===== src/rtl/pipeline_hazard_ctrl.sv =====
// Central stall/flush controller for the 5-stage pipeline: stage enables/flushes,
// PC control, memory request gating, RUN/HALT FSM and saturating perf counters.
module pipeline_hazard_ctrl #(
   parameter int REGW = 5,
   parameter int CNTW = 16
) (
   input  logic            CLK,
   input  logic            nRST,
   input  logic            ihit,
   input  logic            dhit,
   input  logic [REGW-1:0] id_rs,
   input  logic [REGW-1:0] id_rt,
   input  logic            id_uses_rt,
   input  logic            ex_dREN,
   input  logic [REGW-1:0] ex_wsel,
   input  logic            mem_dREN,
   input  logic            mem_dWEN,
   input  logic            mem_branch_taken,
   input  logic            wb_halt,
   output logic            IF_EN,
   output logic            ID_EN,
   output logic            EX_EN,
   output logic            MEM_EN,
   output logic            IF_FLUSH,
   output logic            ID_FLUSH,
   output logic            EX_FLUSH,
   output logic            MEM_FLUSH,
   output logic            pc_en,
   output logic            pc_redirect,
   output logic            imemREN,
   output logic            dmemREN,
   output logic            dmemWEN,
   output logic            halt,
   output logic [CNTW-1:0] stall_cnt,
   output logic [CNTW-1:0] flush_cnt
);

   typedef enum logic {
      RUN_S  = 1'b0,
      HALT_S = 1'b1
   } state_t;

   state_t          state_q;
   logic            halt_q;
   logic            dmem_done_q, dmem_done_d;
   logic [CNTW-1:0] stall_cnt_q, stall_cnt_d;
   logic [CNTW-1:0] flush_cnt_q, flush_cnt_d;

   logic run;
   logic mem_acc;
   logic dready;
   logic load_use;
   logic step;
   logic stall_inc;
   logic flush_inc;

   assign run      = (state_q == RUN_S);
   assign mem_acc  = mem_dREN | mem_dWEN;
   assign dready   = !mem_acc | dhit | dmem_done_q;
   assign load_use = ex_dREN && (ex_wsel != '0) &&
                     ((ex_wsel == id_rs) || (id_uses_rt && (ex_wsel == id_rt)));
   assign step     = run & !wb_halt & ihit & dready;

   // A squashing branch removes the dependent instr, so it needs no bubble.
   assign stall_inc = run & (!step | (load_use & !mem_branch_taken));
   assign flush_inc = step & mem_branch_taken;

   // NOTE: every signal driven in always_comb gets a default first, otherwise
   // a path that leaves it unassigned infers a latch.
   always_comb begin
      IF_EN       = 1'b0;
      ID_EN       = 1'b0;
      EX_EN       = 1'b0;
      MEM_EN      = 1'b0;
      IF_FLUSH    = 1'b0;
      ID_FLUSH    = 1'b0;
      EX_FLUSH    = 1'b0;
      MEM_FLUSH   = 1'b0;
      pc_en       = 1'b0;
      pc_redirect = 1'b0;
      if (step) begin
         ID_EN  = 1'b1;
         EX_EN  = 1'b1;
         MEM_EN = 1'b1;
         if (mem_branch_taken) begin
            IF_EN       = 1'b1;
            IF_FLUSH    = 1'b1;
            ID_FLUSH    = 1'b1;
            EX_FLUSH    = 1'b1;
            pc_en       = 1'b1;
            pc_redirect = 1'b1;
         end else if (load_use) begin
            ID_FLUSH = 1'b1;
         end else begin
            IF_EN = 1'b1;
            pc_en = 1'b1;
         end
      end
   end

   assign imemREN = run & !wb_halt;
   assign dmemREN = run & !wb_halt & mem_dREN & !dmem_done_q;
   assign dmemWEN = run & !wb_halt & mem_dWEN & !dmem_done_q;

   // Remember a dmem response that arrived while the pipe was frozen on imem.
   always_comb begin
      dmem_done_d = dmem_done_q;
      if (step)
         dmem_done_d = 1'b0;
      else if (dhit && mem_acc)
         dmem_done_d = 1'b1;
   end

   always_comb begin
      stall_cnt_d = stall_cnt_q;
      flush_cnt_d = flush_cnt_q;
      if (stall_inc && (stall_cnt_q != '1))
         stall_cnt_d = stall_cnt_q + CNTW'(1);
      if (flush_inc && (flush_cnt_q != '1))
         flush_cnt_d = flush_cnt_q + CNTW'(1);
   end

   // NOTE: sequential state uses non-blocking assignments so every register
   // samples pre-edge values regardless of statement order.
   always_ff @(posedge CLK or negedge nRST) begin
      if (!nRST) begin
         state_q <= RUN_S;
         halt_q  <= 1'b0;
      end else begin
         case (state_q)
            RUN_S: begin
               if (wb_halt) begin
                  state_q <= HALT_S;
                  halt_q  <= 1'b1;
               end
            end
            HALT_S: begin
               state_q <= HALT_S;
               halt_q  <= 1'b1;
            end
            default: begin
               state_q <= RUN_S;
               halt_q  <= 1'b0;
            end
         endcase
      end
   end

   always_ff @(posedge CLK or negedge nRST) begin
      if (!nRST) begin
         dmem_done_q <= 1'b0;
         stall_cnt_q <= '0;
         flush_cnt_q <= '0;
      end else begin
         dmem_done_q <= dmem_done_d;
         stall_cnt_q <= stall_cnt_d;
         flush_cnt_q <= flush_cnt_d;
      end
   end

   assign halt      = halt_q;
   assign stall_cnt = stall_cnt_q;
   assign flush_cnt = flush_cnt_q;

endmodule

===== config.mk =====
export PLATFORM = sky130hd
export DESIGN_NAME = pipeline_hazard_ctrl
export DESIGN_NICKNAME = d
export VERILOG_FILES = /design/src/rtl/pipeline_hazard_ctrl.sv
export SDC_FILE = /design/constraint.sdc
export NUM_CORES = 1
export LEC_CHECK = 0
export BUFFER_PORTS_ARGS = -buffer_cell sky130_fd_sc_hd__buf_2
export CAP_MARGIN = 40
export CORE_UTILIZATION = 49
export DETAILED_ROUTE_END_ITERATION = 6
export PLACE_DENSITY = 0.8
export SETUP_SLACK_MARGIN = 0.15
export SLEW_MARGIN = 20
export SYNTH_ARGS = -nofsm -noshare
export SYNTH_HDL_FRONTEND = slang
export SYNTH_SLANG_ARGS = --single-unit

===== constraint.sdc =====
create_clock -name CLK -period 2.9 [get_ports CLK]
set_input_delay 0.58 -clock CLK [delete_from_list [all_inputs] [get_ports CLK]]
set_output_delay 0.58 -clock CLK [all_outputs]
set_load 0.01 [all_outputs]

== Word-level counts from Yosys, hierarchy flattened ==
Index checks and enable logic that the tools add are counted.

* Register bits: 35
* Output and inout port bits: 46
* Word-level logic and storage cells: 56

* Add/sub/neg operators: 2
* Equality and inequality tests: 5
* Muxes and demuxes: 15
* Bitwise logic cells: 15
* Reductions and logical operators: 14

{| class="wikitable"
|+ Operators with widths
! kind !! number
|-
| $add 16x1->16 const B || 2
|-
| $ne 16x16->1 const B || 2
|-
| $mux 1 || 13
|-
| $and 1x1->1 || 10
|-
| $eq 5x5->1 || 2
|-
| $logic_and 1x1->1 || 6
|-
| $logic_not 1->1 || 5
|-
| $reduce_bool 5->1 || 1
|-
| $or 1x1->1 || 4
|-
| $pmux 1 s2 || 2
|-
| $ne 2x2->1 const B || 1
|-
| $reduce_bool 2->1 || 1
|-
| $logic_or 1x1->1 || 1
|-
| $not 1->1 || 1
|}

== Longest topological paths before layout ==
* Word-level depth: 9
* Gate-level depth with buffers: 7

== Worst setup path before layout ==
Ideal clock, no wire load.

* Kind: input -> output
* Start point: input ex_wsel[1]
* End point: output pc_en
* Arrival time: 1975 ps
* Data required time: 2320 ps
* Slack: 345 ps
* Stages: 5
* Path buffers: 1
* Cell sequence: or4_2 > o21ai_0 > o31ai_4 > inv_4 > buf_4

* Word-level cells in the longest chain between the ends: 7

{| class="wikitable"
|+ Ends and longest elaborated chain
! item !! line !! text
|-
| from (decl) || 15 || <nowiki>input logic [REGW-1:0] ex_wsel,</nowiki>
|-
| $eq 5x5->1 || 61 || <nowiki>((ex_wsel == id_rs) || (id_uses_rt && (ex_wsel == id_rt)));</nowiki>
|-
| $logic_and 1x1->1 || 61 ||
|-
| $logic_or 1x1->1 || 61 ||
|-
| $logic_and 1x1->1 (*) || 60 || <nowiki>assign load_use = ex_dREN && (ex_wsel != '0) &&</nowiki>
|-
| $mux 1 (*) (3 in a row) || -- ||
|-
| to (decl) || 28 || <nowiki>output logic pc_en,</nowiki>
|}

Every way passes the cells marked *; elsewhere a longest branch is shown, timed or not.

== Final worst setup path ==
* Start point: input ex_wsel[1]
* End point: output pc_en

* Word-level cells in the longest chain between the ends: 7

{| class="wikitable"
|+ Ends and longest elaborated chain
! item !! line !! text
|-
| $eq 5x5->1 || 61 ||
|-
| $logic_and 1x1->1 || 61 ||
|-
| $logic_or 1x1->1 || 61 ||
|-
| $logic_and 1x1->1 (*) || 60 ||
|-
| $mux 1 (*) || 92 || <nowiki>end else if (load_use) begin</nowiki>
|-
| $mux 1 (*) || 85 || <nowiki>if (mem_branch_taken) begin</nowiki>
|-
| $mux 1 (*) || 81 || <nowiki>if (step) begin</nowiki>
|}

Marks and branches as above.

==> flow_summary.toml <==
[run_status]
outcome = "finished clean"

[detailed_routing]
vias = 1608
drt_first_pass_iters = 4
ant_nets = 0
via_per_inst = 5.22
drt-initial-drc-count = 102
drc_errors = 0
wl_per_cell_um = 12.5
finalWirelength_um = 3860

[timing]
fmax_mhz = 383
rsz0062_at_grt = "no"
fin_crit_sh = 0.901
max_slew_margin = 0.591
hold_viol = 0
hold_ws_ns = 0.0832
worst_pin_slew_ns = 0.609
slew_viol_final = 0
fin_ws_ns = 0.288
finalCriticalPeriod_ns = 2.61
fin_tns_setup_ns = 0
setup_viol = 0
fin_skew_ns = 0.00402

[yosys]
synth_area_per_cell_um2 = 10.0
synth_seq_area_share = 0.465
synthTopCellsByCount = "dfrtp_1, xor2_1, nor2_1, xnor2_1, nand2_1"
netlist_area_um2 = 1880
yosysWarnings = 0
synth_ff_type = "dfrtp_1"
synth.top_cells.by_area = "dfrtp_1, xor2_1, xnor2_1"
synthCells = 188
synth_edf_count = 0
async_flop_share = 1.00
synth_cell_types = 34
synth_most_common_cell = "dfrtp_1"
synth_top_area_cell = "dfrtp_1"
syn-num-nets = 215
synth_top_area_share = 0.465
yosys_register_bits = 35

[die]
rows = 22
die_w_um = 64.0
pin_count = 71
dieArea_um2 = 4100
core_um2 = 3660
initial_core_util = 0.515
die_height_um = 64.0

[finish]
diodes = 0
drive_gt1_frac = 0.338
final_cells = 308
syn_to_final_growth_pct = 25.4
layout.area.seq_um2 = 876
fin_nets = 288
utilization = 0.645
multi_input_area_um2 = 911
n_fill_cell = 307
final_area_um2 = 2360

[clock_network]
cts_resized = 0
clk_latency_ns = 0.28
htreeDepth = 2
cts_made_buffers = 5
ctsRootBufferMaster = "clkbuf_8"
cts_tree = "done"
clk_pin_slew_ns = 0.06
cts.sinks = 35
clockBufferDepth = 2

[place]
placed_area_um2 = 2250
port_buffers = 69
gp_congestion = 0.785
placed_cells = 298
dpl_worst_slack_ns = 0.252
hpwl_um = 2870

[global_routing]
grt_overflow = 0
grt_max_degree = 36
grt_pass1_wl_um = 6540
antenna_found_initial = 0
grt_util_all_layers = 0.208
first_global_vias = 1523

[worst_setup_path]
required_ns = 2.32
setup.worst_path.end_class = "output port"
cp-start-kind = "input pin"
worstSetupPathType = "in2out"
cp_max_fo = 9
r2r_slack_ns = 0.70
arrival_ns = 2.03

[run]
drv_cap = 0

[pwr]
power_density_nw_per_um2 = 395
total_leakage_power_nw = 1.16
finalPower_mw = 0.933
peakVddDrop_mv = 0.309

[min_path]
hold_path.class = "in2async"
cell type report:
class | count | share of cell area
multi-input cells | 134 | 0.386
inverters | 10 | 0.0169
clock buffers | 6 | 0.0307
repair buffers | 75 | 0.171
flip-flops and latches | 35 | 0.371
well taps | 48 | 0.0254
critical path, cell delays in order:
cell and delay, ns:
buf_2 0.12, or4_2 0.66, o21ai_0 0.16, buf_4 0.15, o31ai_4 0.12, inv_4 0.11
buf_2 0.13
report_power, final:
| group | switching, mW | total [mW] | leakage [nW] | internal (mW) |
|---|---|---|---|---|
| Clock | 0.157 | 0.317 | 0.0371 | 0.160 |
| Combinational | 0.0487 | 0.0934 | 0.693 | 0.0447 |
| Sequential | 0.0189 | 0.523 | 0.430 | 0.504 |
| Total | 0.225 | 0.933 | 1.16 | 0.708 |
sequential cells by signal (all words and copies together), names as in the netlist:
signal,count
stall_cnt,16
dmem_done_q,1
halt,1
flush_cnt,16
state_q,1
worst paths after layout:
path,start,end,cells past startpoint
worst max-delay path,ex_wsel[1],pc_en,7
worst min register to register,halt$_DFFE_PN0N_,halt$_DFFE_PN0N_,1
max in group asynchronous,nRST,flush_cnt[12]$_DFFE_PN0P_,2
min in group CLK,halt$_DFFE_PN0N_,halt$_DFFE_PN0N_,1
worst min-delay path,nRST,halt$_DFFE_PN0N_,1
worst max register to register,state_q$_DFF_PN0_,flush_cnt[14]$_DFFE_PN0P_,6
per-layer routing:
metal | up-vias | GRT usage | part of all wire
li1 | 786 | - | -
met1 | 758 | 0.235 | 0.43
met2 | 58 | 0.362 | 0.49
met3 | 6 | 0.0661 | 0.060
met4 | 0 | 0.0795 | 0.015
met5 | - | 0 | 0
kinds of logic (layout without fill, tap and decap cells):
| logic type | count (synthesis) | count (layout) | synth area share |
|---|---|---|---|
| mux | 4 | 4 | 0.0239 |
| buf+inv | 19 | 91 | 0.0518 |
| compound gates | 11 | 11 | 0.0485 |
| flops | 35 | 35 | 0.465 |
| other cells | 1 | 1 | 0.00199 |
| xor+xnor | 37 | 37 | 0.172 |
| fa+ha+maj | 2 | 2 | 0.0133 |
| simple gates | 79 | 79 | 0.224 |
timing repair:
action	in CTS	in global routing
setup endpoints to repair	0	2
hold buffers	0	0
setup buffers	0	3
placed cells by master (no fill, tap or decap), types with 2 or more instances in the layout:
cell,n
buf_2,69
clkbuf_8,5
nor3_1,10
dfrtp_1,35
nor4_1,5
mux2_2,2
or3_1,4
xnor2_1,16
mux2_1,2
and3_1,5
nand2_1,14
nand3_1,12
buf_4,5
nor2_1,16
xor2_1,21
ha_1,2
nand4_1,6
inv_1,9
o21ai_0,3
nor4_2,3
Note: power is estimated with default switching activity, not from simulation.
